<file path="src/rtl/sram_like_axi_bridge_pkg.sv">
// Shared types and helpers for the sram-like to AXI3 bridge.
// Optional feature macro used by this slice: BRIDGE_RESP_CHK_EN.
package bridge_pkg;

   typedef enum logic [2:0] {
      IDLE,
      AR,
      R,
      AW_W,
      B
   } state_e;

   typedef enum logic {
      OWN_INST = 1'b0,
      OWN_DATA = 1'b1
   } owner_e;

   localparam logic [1:0] SIZE_BYTE = 2'd0;
   localparam logic [1:0] SIZE_HALF = 2'd1;
   localparam logic [1:0] SIZE_WORD = 2'd2;

   // Byte lanes touched by an access; the illegal size 3 falls back to a full word.
   function automatic logic [3:0] size_addr_to_wstrb(input logic [1:0] size,
                                                     input logic [1:0] addr_lo);
      logic [3:0] strb;
      case (size)
         SIZE_BYTE: strb = 4'b0001 << addr_lo;
         SIZE_HALF: strb = addr_lo[1] ? 4'b1100 : 4'b0011;
         default:   strb = 4'b1111;
      endcase
      return strb;
   endfunction

endpackage

</file>
<file path="src/rtl/sram_like_axi_bridge_if.sv">
// Bus bundle for the bridge: both sram-like core ports plus the AXI3 master channels.
// With BRIDGE_RESP_CHK_EN defined, adds rresp/bresp and the sticky bus_err flag.
interface sram_like_axi_bridge_if;

   logic        inst_req;
   logic        inst_wr;
   logic [1:0]  inst_size;
   logic [31:0] inst_addr;
   logic [31:0] inst_wdata;
   logic [31:0] inst_rdata;
   logic        inst_addr_ok;
   logic        inst_data_ok;

   logic        data_req;
   logic        data_wr;
   logic [1:0]  data_size;
   logic [31:0] data_addr;
   logic [31:0] data_wdata;
   logic [31:0] data_rdata;
   logic        data_addr_ok;
   logic        data_data_ok;

   logic [3:0]  arid;
   logic [31:0] araddr;
   logic [2:0]  arsize;
   logic        arvalid;
   logic        arready;
   logic [31:0] rdata;
   logic        rvalid;
   logic        rready;
   logic [3:0]  awid;
   logic [31:0] awaddr;
   logic [2:0]  awsize;
   logic        awvalid;
   logic        awready;
   logic [31:0] wdata;
   logic [3:0]  wstrb;
   logic        wvalid;
   logic        wready;
   logic        bvalid;
   logic        bready;
`ifdef BRIDGE_RESP_CHK_EN
   logic [1:0]  rresp;
   logic [1:0]  bresp;
   logic        bus_err;
`endif

   // Bridge side: serves the core ports, masters the AXI bus.
   modport master (
      input  inst_req, inst_wr, inst_size, inst_addr, inst_wdata,
      output inst_rdata, inst_addr_ok, inst_data_ok,
      input  data_req, data_wr, data_size, data_addr, data_wdata,
      output data_rdata, data_addr_ok, data_data_ok,
      output arid, araddr, arsize, arvalid,
      input  arready, rdata, rvalid,
      output rready, awid, awaddr, awsize, awvalid,
      input  awready,
      output wdata, wstrb, wvalid,
      input  wready, bvalid,
      output bready
`ifdef BRIDGE_RESP_CHK_EN
      , input rresp, bresp
      , output bus_err
`endif
   );

   // Environment side: core ports and AXI slave.
   modport slave (
      output inst_req, inst_wr, inst_size, inst_addr, inst_wdata,
      input  inst_rdata, inst_addr_ok, inst_data_ok,
      output data_req, data_wr, data_size, data_addr, data_wdata,
      input  data_rdata, data_addr_ok, data_data_ok,
      input  arid, araddr, arsize, arvalid,
      output arready, rdata, rvalid,
      input  rready, awid, awaddr, awsize, awvalid,
      output awready,
      input  wdata, wstrb, wvalid,
      output wready, bvalid,
      input  bready
`ifdef BRIDGE_RESP_CHK_EN
      , output rresp, bresp
      , input bus_err
`endif
   );

endinterface

</file>
<file path="src/rtl/sram_like_axi_bridge.sv">
// Arbitrates the inst and data sram-like ports onto a single AXI3 master,
// one outstanding transaction at a time; data port wins ties.
// Optional macro BRIDGE_RESP_CHK_EN adds a sticky bus_err on non-OKAY responses.
module sram_like_axi_bridge
   import bridge_pkg::*;
#(
   parameter logic [3:0] INST_ID = 4'd0,
   parameter logic [3:0] DATA_ID = 4'd1
) (
   input logic                    clk,
   input logic                    resetn,
   sram_like_axi_bridge_if.master bus
);

   state_e      state_q, state_d;
   owner_e      owner_q;
   logic [1:0]  size_q;
   logic [31:0] addr_q;
   logic [31:0] wdata_q;
   logic        aw_done_q;
   logic        w_done_q;

   logic        grant;
   owner_e      grant_owner;
   logic [1:0]  grant_size;
   logic [31:0] grant_addr;
   logic [31:0] grant_wdata;
   logic        resp_done;

   // Next-state, grant and handshake outputs.
   always_comb begin
      state_d          = state_q;
      grant            = 1'b0;
      grant_owner      = OWN_DATA;
      resp_done        = 1'b0;
      bus.inst_addr_ok = 1'b0;
      bus.data_addr_ok = 1'b0;
      bus.arvalid      = 1'b0;
      bus.rready       = 1'b0;
      bus.awvalid      = 1'b0;
      bus.wvalid       = 1'b0;
      bus.bready       = 1'b0;
      case (state_q)
         IDLE: begin
            // Grants are suppressed while reset is held so addr_ok stays low.
            if (resetn && bus.data_req) begin
               grant            = 1'b1;
               grant_owner      = OWN_DATA;
               bus.data_addr_ok = 1'b1;
               state_d          = bus.data_wr ? AW_W : AR;
            end else if (resetn && bus.inst_req) begin
               grant            = 1'b1;
               grant_owner      = OWN_INST;
               bus.inst_addr_ok = 1'b1;
               state_d          = bus.inst_wr ? AW_W : AR;
            end
         end
         AR: begin
            bus.arvalid = 1'b1;
            if (bus.arready) state_d = R;
         end
         R: begin
            bus.rready = 1'b1;
            if (bus.rvalid) begin
               resp_done = 1'b1;
               state_d   = IDLE;
            end
         end
         AW_W: begin
            bus.awvalid = !aw_done_q;
            bus.wvalid  = !w_done_q;
            if ((aw_done_q || bus.awready) && (w_done_q || bus.wready)) state_d = B;
         end
         B: begin
            bus.bready = 1'b1;
            if (bus.bvalid) begin
               resp_done = 1'b1;
               state_d   = IDLE;
            end
         end
         default: state_d = IDLE;
      endcase
   end

   assign grant_size  = (grant_owner == OWN_DATA) ? bus.data_size  : bus.inst_size;
   assign grant_addr  = (grant_owner == OWN_DATA) ? bus.data_addr  : bus.inst_addr;
   assign grant_wdata = (grant_owner == OWN_DATA) ? bus.data_wdata : bus.inst_wdata;

   // State register, request latch and per-channel write handshake tracking.
   always_ff @(posedge clk) begin
      if (!resetn) begin
         state_q   <= IDLE;
         owner_q   <= OWN_INST;
         size_q    <= SIZE_BYTE;
         addr_q    <= '0;
         wdata_q   <= '0;
         aw_done_q <= 1'b0;
         w_done_q  <= 1'b0;
      end else begin
         state_q <= state_d;
         if (grant) begin
            owner_q   <= grant_owner;
            size_q    <= grant_size;
            addr_q    <= grant_addr;
            wdata_q   <= grant_wdata;
            aw_done_q <= 1'b0;
            w_done_q  <= 1'b0;
         end else if (state_q == AW_W) begin
            if (bus.awready) aw_done_q <= 1'b1;
            if (bus.wready)  w_done_q  <= 1'b1;
         end
      end
   end

   assign bus.inst_data_ok = resp_done && (owner_q == OWN_INST);
   assign bus.data_data_ok = resp_done && (owner_q == OWN_DATA);
   assign bus.inst_rdata   = (state_q == R && owner_q == OWN_INST) ? bus.rdata : '0;
   assign bus.data_rdata   = (state_q == R && owner_q == OWN_DATA) ? bus.rdata : '0;

   assign bus.arid   = (owner_q == OWN_DATA) ? DATA_ID : INST_ID;
   assign bus.awid   = (owner_q == OWN_DATA) ? DATA_ID : INST_ID;
   assign bus.araddr = addr_q;
   assign bus.awaddr = addr_q;
   assign bus.arsize = {1'b0, size_q};
   assign bus.awsize = {1'b0, size_q};
   assign bus.wdata  = wdata_q;
   assign bus.wstrb  = size_addr_to_wstrb(size_q, addr_q[1:0]);

`ifdef BRIDGE_RESP_CHK_EN
   logic bus_err_q;

   // Sticky error on any completing handshake with a non-OKAY response.
   always_ff @(posedge clk) begin
      if (!resetn) begin
         bus_err_q <= 1'b0;
      end else if ((state_q == R && bus.rvalid && bus.rresp != 2'b00) ||
                   (state_q == B && bus.bvalid && bus.bresp != 2'b00)) begin
         bus_err_q <= 1'b1;
      end
   end

   assign bus.bus_err = bus_err_q;
`endif

endmodule

</file>
<file path="src/flat_wrapper.sv">
// flat-port wrapper written by rule: the top's interface ports become plain ports
module sram_like_axi_bridge_flat import bridge_pkg::*;
#(
   parameter logic [3:0] INST_ID = 4'd0,
   parameter logic [3:0] DATA_ID = 4'd1
)
  (clk, resetn, bus_inst_req, bus_inst_wr, bus_inst_size, bus_inst_addr, bus_inst_wdata, bus_inst_rdata, bus_inst_addr_ok, bus_inst_data_ok, bus_data_req, bus_data_wr, bus_data_size, bus_data_addr, bus_data_wdata, bus_data_rdata, bus_data_addr_ok, bus_data_data_ok, bus_arid, bus_araddr, bus_arsize, bus_arvalid, bus_arready, bus_rdata, bus_rvalid, bus_rready, bus_awid, bus_awaddr, bus_awsize, bus_awvalid, bus_awready, bus_wdata, bus_wstrb, bus_wvalid, bus_wready, bus_bvalid, bus_bready);
  sram_like_axi_bridge_if bus_i ();
  input logic clk;
  input logic resetn;
  input wire logic [$bits(bus_i.inst_req)-1:0] bus_inst_req;
  input wire logic [$bits(bus_i.inst_wr)-1:0] bus_inst_wr;
  input wire logic [$bits(bus_i.inst_size)-1:0] bus_inst_size;
  input wire logic [$bits(bus_i.inst_addr)-1:0] bus_inst_addr;
  input wire logic [$bits(bus_i.inst_wdata)-1:0] bus_inst_wdata;
  output wire logic [$bits(bus_i.inst_rdata)-1:0] bus_inst_rdata;
  output wire logic [$bits(bus_i.inst_addr_ok)-1:0] bus_inst_addr_ok;
  output wire logic [$bits(bus_i.inst_data_ok)-1:0] bus_inst_data_ok;
  input wire logic [$bits(bus_i.data_req)-1:0] bus_data_req;
  input wire logic [$bits(bus_i.data_wr)-1:0] bus_data_wr;
  input wire logic [$bits(bus_i.data_size)-1:0] bus_data_size;
  input wire logic [$bits(bus_i.data_addr)-1:0] bus_data_addr;
  input wire logic [$bits(bus_i.data_wdata)-1:0] bus_data_wdata;
  output wire logic [$bits(bus_i.data_rdata)-1:0] bus_data_rdata;
  output wire logic [$bits(bus_i.data_addr_ok)-1:0] bus_data_addr_ok;
  output wire logic [$bits(bus_i.data_data_ok)-1:0] bus_data_data_ok;
  output wire logic [$bits(bus_i.arid)-1:0] bus_arid;
  output wire logic [$bits(bus_i.araddr)-1:0] bus_araddr;
  output wire logic [$bits(bus_i.arsize)-1:0] bus_arsize;
  output wire logic [$bits(bus_i.arvalid)-1:0] bus_arvalid;
  input wire logic [$bits(bus_i.arready)-1:0] bus_arready;
  input wire logic [$bits(bus_i.rdata)-1:0] bus_rdata;
  input wire logic [$bits(bus_i.rvalid)-1:0] bus_rvalid;
  output wire logic [$bits(bus_i.rready)-1:0] bus_rready;
  output wire logic [$bits(bus_i.awid)-1:0] bus_awid;
  output wire logic [$bits(bus_i.awaddr)-1:0] bus_awaddr;
  output wire logic [$bits(bus_i.awsize)-1:0] bus_awsize;
  output wire logic [$bits(bus_i.awvalid)-1:0] bus_awvalid;
  input wire logic [$bits(bus_i.awready)-1:0] bus_awready;
  output wire logic [$bits(bus_i.wdata)-1:0] bus_wdata;
  output wire logic [$bits(bus_i.wstrb)-1:0] bus_wstrb;
  output wire logic [$bits(bus_i.wvalid)-1:0] bus_wvalid;
  input wire logic [$bits(bus_i.wready)-1:0] bus_wready;
  input wire logic [$bits(bus_i.bvalid)-1:0] bus_bvalid;
  output wire logic [$bits(bus_i.bready)-1:0] bus_bready;
  assign bus_i.inst_req = bus_inst_req;
  assign bus_i.inst_wr = bus_inst_wr;
  assign bus_i.inst_size = bus_inst_size;
  assign bus_i.inst_addr = bus_inst_addr;
  assign bus_i.inst_wdata = bus_inst_wdata;
  assign bus_inst_rdata = bus_i.inst_rdata;
  assign bus_inst_addr_ok = bus_i.inst_addr_ok;
  assign bus_inst_data_ok = bus_i.inst_data_ok;
  assign bus_i.data_req = bus_data_req;
  assign bus_i.data_wr = bus_data_wr;
  assign bus_i.data_size = bus_data_size;
  assign bus_i.data_addr = bus_data_addr;
  assign bus_i.data_wdata = bus_data_wdata;
  assign bus_data_rdata = bus_i.data_rdata;
  assign bus_data_addr_ok = bus_i.data_addr_ok;
  assign bus_data_data_ok = bus_i.data_data_ok;
  assign bus_arid = bus_i.arid;
  assign bus_araddr = bus_i.araddr;
  assign bus_arsize = bus_i.arsize;
  assign bus_arvalid = bus_i.arvalid;
  assign bus_i.arready = bus_arready;
  assign bus_i.rdata = bus_rdata;
  assign bus_i.rvalid = bus_rvalid;
  assign bus_rready = bus_i.rready;
  assign bus_awid = bus_i.awid;
  assign bus_awaddr = bus_i.awaddr;
  assign bus_awsize = bus_i.awsize;
  assign bus_awvalid = bus_i.awvalid;
  assign bus_i.awready = bus_awready;
  assign bus_wdata = bus_i.wdata;
  assign bus_wstrb = bus_i.wstrb;
  assign bus_wvalid = bus_i.wvalid;
  assign bus_i.wready = bus_wready;
  assign bus_i.bvalid = bus_bvalid;
  assign bus_bready = bus_i.bready;
  sram_like_axi_bridge #(.INST_ID(INST_ID), .DATA_ID(DATA_ID)) u_core (.clk(clk), .resetn(resetn), .bus(bus_i));
endmodule
</file>
<file path="config.mk">
export PLATFORM = sky130hd
export DESIGN_NAME = sram_like_axi_bridge_flat
export DESIGN_NICKNAME = d
export VERILOG_FILES = /design/src/rtl/sram_like_axi_bridge_pkg.sv /design/src/rtl/sram_like_axi_bridge_if.sv /design/src/rtl/sram_like_axi_bridge.sv /design/src/flat_wrapper.sv
export SDC_FILE = /design/constraint.sdc
export NUM_CORES = 1
export LEC_CHECK = 0
export BUFFER_PORTS_ARGS = -buffer_cell sky130_fd_sc_hd__buf_2
export CELL_PAD_IN_SITES_DETAIL_PLACEMENT = 1
export CELL_PAD_IN_SITES_GLOBAL_PLACEMENT = 2
export CORE_ASPECT_RATIO = 0.75
export CORE_MARGIN = 8
export CORE_UTILIZATION = 17
export DETAILED_ROUTE_END_ITERATION = 10
export PLACE_DENSITY_LB_ADDON = 0.1
export SYNTH_ARGS = -nofsm -noshare
export SYNTH_HDL_FRONTEND = slang
export SYNTH_SLANG_ARGS = --single-unit
</file>
<file path="constraint.sdc">
create_clock -name clk -period 1.73 [get_ports clk]
set_input_delay 0.173 -clock clk [delete_from_list [all_inputs] [get_ports clk]]
set_output_delay 0.173 -clock clk [all_outputs]
set_load 0.03 [all_outputs]
</file>
==> results.yml, run 1 <==
status:
  status: "finished with violations"
  failed_checks: "negative setup slack"
clock_network:
  ctsHtreeMaxLevel: 3
  clk_latency_ns: 0.34
  cts.root.buffer_cell: "clkbuf_16"
  numCtsBuffers: 9
  cts_tree: "yes"
  clock-sinks: 72
  cts.path.max_buffers: 2
  clkTransAtPathRegs_ns: 0.06
die:
  dieArea_um2: 27400
  row_count: 47
  io_pins: 362
  start_util: 0.172
  fp.dieH_um: 145
  core-area_um2: 22000
  dieWidth_um: 188
worst_setup_path:
  cp.arrival_ns: 1.62
  worstPathMaxFanout: 8
  worst_path_max_delay_cell: "dfxtp_4"
  critPathLaunchType: "flip-flop"
  cp-end-kind: "output port"
  required_ns: 1.56
  path_class: "flip-flop to output port"
  crit_chain: "nor3b_4 -> and2b_4 -> clkbuf_16 -> and2_4 -> buf_6"
  crit_path_max_incr_delay_ns: 0.36
global_route:
  grt_max_degree: 82
  grt_pass1_wl_um: 30400
  antenna_found_initial: 1
  grtUsageTotal: 0.140
  grt_remaining_overflow: 0
  grt_pass1_vias: 4970
cells_and_area:
  area_delta_synth_final_pct: 79.2
  n_fill_cell: 2634
  final_common_cell: "buf_2"
  drive_gt1_frac: 0.591
  layout_common_cells: "284 x buf_2, 69 x dfxtp_1, 68 x buf_6"
  layout.nets: 962
  finalInstanceArea_um2: 6790
yosys:
  yosys_warnings: 0
  ys_seq_area_frac: 0.381
  synth_edf_count: 0
  yosysTopAreaCell: "dfxtp_1"
  ys.flop_type: "dfxtp_1"
  synth_cell_types: 40
  synthCells: 473
  avgSynthCellArea_um2: 8.01
  synth-seq-cells: 72
  yosysTopAreaCellShare: 0.381
  syn_area_um2: 3790
  synthArstFlopShare: 0
  yosys-top-cells-area: "dfxtp_1 38%, o22ai_1 11%, buf_4 9.1%"
sta:
  finalClockSkew_ns: 0.0103
  slew_headroom: 0.589
  setup_ws_ns: -0.0640
  fmax_mhz: 557
  worst_pin_slew_ns: 0.616
  min_period_over_period: 1.04
  timing.hold.ws_ns: 0.0883
  hold_viol_final: 0
  grt_setup_unrepaired: "yes"
  slew_viol_final: 0
  min_period_ns: 1.79
  finalSetupViolCount: 58
power_and_ir_drop:
  p_leak_uw: 0.00338
  irDropWorstVdd_uv: 433
  powerDensity_nw_per_um2: 1300
place:
  dp_hpwl_um: 16100
  gp_congestion: 0.805
  place_worst_setup_slack_ns: 0.0245
  post_dp_cell_area_um2: 5560
  port_buffers: 353
route:
  postRouteAntennaNets: 0
  routed_wl_um: 21200
  firstDrtPassIters: 4
  dr_total_vias: 4658
  wire_per_inst_um: 19.5
  drc: 0
  first_iter_violations: 134
  vias_per_cell: 4.29
run:
  drv_cap: 0
worst_hold_path:
  holdCritPathClass: "input port to flip-flop"
## routing by layer
metal | GRT usage | vias to the layer above | wire length, um
met5 | 0 | - | 0
met4 | 0.0312 | 0 | 172
met3 | 0.0556 | 13 | 1670
met2 | 0.236 | 205 | 10100
met1 | 0.166 | 2135 | 9280
li1 | - | 2305 | -
## critical path: cells and delay by family (launching register included)
family        cells  cell delay, ns
flops             1            0.36
buf+inv           2            0.30
simple gates      3            0.62
## through the flow
stage	power, uW	instances	TNS (ns)	util
after floorplan	5040	480	-0.111	-
final	8830	1087	-2.07	0.309
after detailed placement	6200	1048	0	0.253
after global routing	9380	1087	-6.80	0.309
after global placement	6150	1048	0	0.253
after CTS	8720	1077	-3.35	0.293
## synth_stat cells, types with 2 or more instances
cell	number
and2_1	32
o21ai_0	57
buf_4	46
nor4b_1	2
o21ai_1	11
nand2_1	2
inv_1	4
buf_2	15
o22ai_1	67
nand3_1	66
clkbuf_1	24
a21o_1	2
buf_1	4
dfxtp_1	72
nor2_1	6
a21oi_1	4
o21bai_1	2
and3_1	35
## state kept, by name, indices dropped and copies added (netlist names)
| name | cells |
|---|---|
| u_core.aw_done_q | 1 |
| u_core.w_done_q | 1 |
| u_core.bus.wdata | 32 |
| u_core.size_q | 2 |
| u_core.state_q | 3 |
| u_core.bus.araddr | 32 |
| u_core.owner_q | 1 |
## cell type report
type,instances,area [um^2],area share
well taps,294,368,0.0542
repair buffers,387,2630,0.387
flip-flops and latches,72,1450,0.214
clock inverters,6,75.1,0.0111
clock buffers,10,239,0.0352
inverters,4,15.0,0.00221
multi-input cells,313,2010,0.296
diodes,1,2.50,0.000369
## where the power goes
group | internal, uW | total [uW] | switching [uW]
Sequential | 2030 | 2310 | 273
Combinational | 1680 | 4570 | 2890
Clock | 1180 | 1960 | 777
## logic make-up (layout without fill, tap and decap cells)
group                  after synthesis  in the layout  share of synthesized area
AOI/OAI and AO/OA                  150            150                      0.230
buffers and inverters               95            407                      0.148
DFF                                 72             72                      0.381
other                                1              9                   0.000990
and+or+nand+nor                    155            155                      0.241
## repair_timing
action | CTS | global route
hold buffers | 0 | 0
pin swaps | 3 | 40
setup endpoints to repair | 70 | 81
buffers inserted | 11 | 7
gates resized for setup | 148 | 62
endpoints found under the hold margin | 0 | 0
gates cloned | 2 | 6
## final timing paths
kind                             start                    end  slack [ns]  cells after the start
setup / recovery     u_core.state_q[0]     bus_inst_rdata[25]       -0.06                      5
setup reg to reg     u_core.state_q[0]  u_core.bus.araddr[29]        0.07                      7
hold reg to reg   u_core.bus.wdata[21]   u_core.bus.wdata[21]        0.46                      2
hold / removal             bus_awready       u_core.aw_done_q        0.09                      3
Note: power is estimated with default switching activity, not from simulation.
==> run 2, diff against run 1 <==
- CORE_UTILIZATION: 17 -> 16
- SKIP_CTS_REPAIR_TIMING: not set -> 1
- clock period: 1.73 -> 1.6 ns (I/O delays scaled with it)
==> run 2 against run 1 <==
Against the previous run:
- the flow still finishes with violations (negative setup slack)
- clock skew is 0.0043 ns lower
- total power rose by 12%
- non-clock buffer count grew 20
- hold slack worse by 0.0033 ns
- first-iteration DRC count fell by 14%
- critical endpoint is now bus_data_rdata[20]
- largest cell class unchanged
- highest routed layer is now met5
==> results.yml, run 2 (same netlist as run 1, synthesis figures left out) <==
worst_setup_path:
  required_ns: 1.44
  r2r_slack_ns: -0.04
  cp.arrival_ns: 1.64
  startpoint: "u_core.state_q[0]"
  r2r-end: "u_core.bus.wdata[29]"
  reg2regPathDepth: 8
  critPathLaunchType: "flip-flop"
  worstPathMaxFanout: 26
  r2r-start: "u_core.state_q[2]"
  path_class: "flip-flop to output port"
  cp-end-kind: "output port"
sta:
  slew_headroom: 0.606
  timing.hold.ws_ns: 0.0850
  min_period_ns: 1.80
  grt_setup_unrepaired: "yes"
  worst_pin_slew_ns: 0.590
  min_period_over_period: 1.12
  slew_viol_final: 0
  fmax_mhz: 556
  finalSetupViolCount: 98
  finalClockSkew_ns: 0.00595
  hold_viol_final: 0
  setup_ws_ns: -0.198
die:
  row_count: 48
  dieWidth_um: 194
  dieArea_um2: 28900
  io_pins: 362
  start_util: 0.164
  fp.dieH_um: 149
  core-area_um2: 23100
clock_network:
  ctsHtreeMaxLevel: 3
  numCtsBuffers: 9
  cts.root.buffer_cell: "clkbuf_16"
  clk_latency_ns: 0.34
  cts.path.max_buffers: 2
  clkTransAtPathRegs_ns: 0.06
  cts_tree: "yes"
  clock-sinks: 72
power_and_ir_drop:
  finalPower_uw: 9870
  p_leak_uw: 0.00359
  powerDensity_nw_per_um2: 1380
  irDropWorstVdd_uv: 484
worst_hold_path:
  holdCritPathClass: "input port to flip-flop"
  min_to: "u_core.w_done_q"
  holdPathStages: 3
  worstHoldStart: "bus_wready"
global_route:
  grt_pass1_wl_um: 29900
  grt_util_met2: 0.230
  top_usage_layer: "met2"
  grt_remaining_overflow: 0
  grtUsageTotal: 0.130
  grtUsageMet1: 0.146
  grt_pass1_vias: 4910
  met3_usage: 0.0552
  grt_max_degree: 74
  antenna_found_initial: 1
run:
  drv_cap: 0
cells_and_area:
  area_delta_synth_final_pct: 89.3
  num_antenna_cells: 0
  final_common_cell: "buf_2"
  layout.nets: 982
  layout_common_cells: "311 x buf_2, 69 x dfxtp_1, 57 x o21ai_1"
  finalInstanceArea_um2: 7170
  drive_gt1_frac: 0.658
status:
  failed_checks: "negative setup slack"
  status: "finished with violations"
place:
  post_dp_cell_area_um2: 5730
  gp_congestion: 0.767
  port_buffers: 353
  place_worst_setup_slack_ns: -0.0932
  dp_hpwl_um: 16300
route:
  wire_per_inst_um: 20.8
  routed_wl_um: 23000
  vias_per_cell: 4.33
  first_iter_violations: 115
  postRouteAntennaNets: 0
  firstDrtPassIters: 4
  dr_total_vias: 4803
  drc: 0
## run 2: cell count changes in the layout (fill, tap and decap cells not counted), moves of 14 or more
cell	delta
and3_4	-14
and2_2	+26
o21ai_0	-48
o22ai_1	-39
buf_6	-24
o21ai_1	+46
and2_4	-28
buf_2	+27
o22ai_2	+30
## run 2: power breakdown
group	switching (uW)	internal, uW	total [uW]	leakage [uW]
sequential	323	2200	2520	0.000598
clock	807	1350	2160	0.000144
combinational	3260	1930	5190	0.00285
total	4390	5480	9870	0.00359
## run 2: cell type report
cell class	instances	area, um^2
inverters	4	15.0
repair buffers	407	2710
flip-flops and latches	72	1450
fillers	2755	16000
well taps	300	375
clock buffers	9	225
clock inverters	5	83.8
multi-input cells	313	2310
## run 2: metrics by stage
stage | utilization | setup TNS (ns) | instances
3_5_place_dp | 0.248 | -0.0932 | 1065
4_1_cts | 0.261 | -18.94 | 1079
2_1_floorplan | - | -0.353 | 480
6_report | 0.310 | -10.29 | 1110
5_1_grt | 0.310 | -20.60 | 1110
3_3_place_gp | 0.248 | 0 | 1065
## run 2: routing by layer
layer  share of wire  routed length (um)
met5         0.00056                  13
met4          0.0072                 165
met3           0.079                1810
met2            0.50               11500
met1            0.41                9550
## run 2: worst max-delay path by stage
| stage | endpoint |
|---|---|
| 2_1_floorplan | bus_inst_rdata[10] |
| 3_3_place_gp | u_core.state_q[2] |
| 3_5_place_dp | u_core.state_q[2] |
| 4_1_cts | bus_inst_rdata[1] |
| 5_1_grt | bus_inst_rdata[0] |
| 6_report | bus_data_rdata[20] |
## run 2: critical path, cell delays in order, from the launching register on
cell and delay (ns):
dfxtp_4 0.37, nor3b_4 0.23, buf_4 0.29, and3_1 0.20
buf_2 0.21
==> run 3, diff against run 2 <==
- CORE_UTILIZATION: 16 -> 17
- clock period: 1.6 -> 1.91 ns (I/O delays scaled with it)
==> run 3 against run 2 <==
Against the previous run:
- the run now ends clean
- worst setup slack better by 0.26 ns
- die area decreased by 5.3%
- combinational power is 31% lower
- critical path type unchanged
==> results.yml, run 3 (same netlist as run 1, synthesis figures left out) <==
status:
  status: "finished clean"
die:
  core-area_um2: 22000
  start_util: 0.172
  dieWidth_um: 188
  fp.dieH_um: 145
  io_pins: 362
  dieArea_um2: 27400
  row_count: 47
sta:
  hold_viol_final: 0
  finalSetupViolCount: 0
  grt_setup_unrepaired: "yes"
  min_period_over_period: 0.966
  finalClockSkew_ns: 0.00633
  setup_ws_ns: 0.0658
  fmax_mhz: 542
  slew_viol_final: 0
  min_period_ns: 1.84
global_route:
  grt_max_degree: 83
  grt_pass1_vias: 4951
  antenna_found_initial: 2
  grt_remaining_overflow: 0
  grtUsageTotal: 0.138
  grt_pass1_wl_um: 30100
power_and_ir_drop:
  irDropWorstVdd_uv: 342
  p_leak_uw: 0.00318
  powerDensity_nw_per_um2: 1220
worst_setup_path:
  cp.arrival_ns: 1.65
  r2r-start: "u_core.state_q[0]"
  path_class: "flip-flop to output port"
  r2r-end: "u_core.owner_q"
  critPathLaunchType: "flip-flop"
  worstPathMaxFanout: 16
  cp-end-kind: "output port"
  r2r_slack_ns: 0.31
  reg2regPathDepth: 5
  required_ns: 1.72
place:
  gp_congestion: 0.795
  place_worst_setup_slack_ns: 0.134
  port_buffers: 353
  dp_hpwl_um: 16000
  post_dp_cell_area_um2: 5540
  placed_cells: 1050
route:
  wire_per_inst_um: 18.4
  routed_wl_um: 19700
  dr_total_vias: 4574
  drc: 0
  firstDrtPassIters: 4
  vias_per_cell: 4.27
  postRouteAntennaNets: 0
  first_iter_violations: 160
cells_and_area:
  instances_no_fill: 1071
  final_common_cell: "buf_2"
  finalInstanceArea_um2: 6060
  layout_common_cells: "321 x buf_2, 69 x dfxtp_1, 67 x o22ai_1"
  layout.nets: 946
  drive_gt1_frac: 0.514
  area_delta_synth_final_pct: 60.1
worst_hold_path:
  holdPathStages: 3
  worstHoldStart: "bus_awready"
  min_to: "u_core.aw_done_q"
  holdCritPathClass: "input port to flip-flop"
clock_network:
  clkTransAtPathRegs_ns: 0.06
  ctsHtreeMaxLevel: 3
  cts_tree: "yes"
  clock-sinks: 72
  numCtsBuffers: 9
  clk_latency_ns: 0.34
  cts.path.max_buffers: 2
  cts.root.buffer_cell: "clkbuf_16"
run:
  drv_cap: 0
## run 3: cell type report
| class | count | area (um^2) |
|---|---|---|
| diodes | 1 | 2.50 |
| clock buffers | 10 | 229 |
| inverters | 4 | 15.0 |
| clock inverters | 6 | 67.6 |
| multi-input cells | 313 | 1830 |
| fillers | 2720 | 15900 |
| repair buffers | 371 | 2100 |
| well taps | 294 | 368 |
| flip-flops and latches | 72 | 1450 |
## run 3: per-layer routing
layer | vias to the layer above | routed length, um | track usage
li1 | 2272 | - | -
met1 | 2066 | 8360 | 0.158
met2 | 211 | 9280 | 0.228
met3 | 23 | 1750 | 0.0608
met4 | 2 | 340 | 0.0394
met5 | - | 13 | 0
## run 3: worst max path at each step
| stage | depth (start not counted) | end | from |
|---|---|---|---|
| floorplan | 3 | bus_data_data_ok | u_core.state_q[2] |
| global placement | 5 | u_core.bus.araddr[13] | u_core.state_q[0] |
| detailed placement | 5 | bus_inst_rdata[13] | u_core.state_q[1] |
| CTS | 5 | bus_inst_rdata[13] | u_core.state_q[1] |
| global route | 5 | bus_inst_rdata[24] | u_core.state_q[1] |
| finish | 5 | bus_inst_rdata[12] | u_core.state_q[2] |
## run 3: metrics by stage
step	total power, uW	setup TNS, ns	hold slack, ns	util
floorplan	4560	0	0.330	-
global placement	5540	0	0.443	0.252
detailed placement	5580	0	0.448	0.252
CTS	7340	-10.69	0.0830	0.265
global route	7870	-0.318	0.111	0.276
finish	7380	0	0.107	0.276
## run 3: where the power goes
part	switching (uW)	total, uW	internal [uW]
Clock	669	1690	1020
Sequential	268	2110	1840
Combinational	2440	3580	1140
## run 3: critical path, stage by stage (launching register included)
cell       delay (ns)
dfxtp_4          0.38
nor3b_4          0.24
and2b_2          0.24
clkbuf_16        0.18
and2_1           0.15
buf_6            0.13
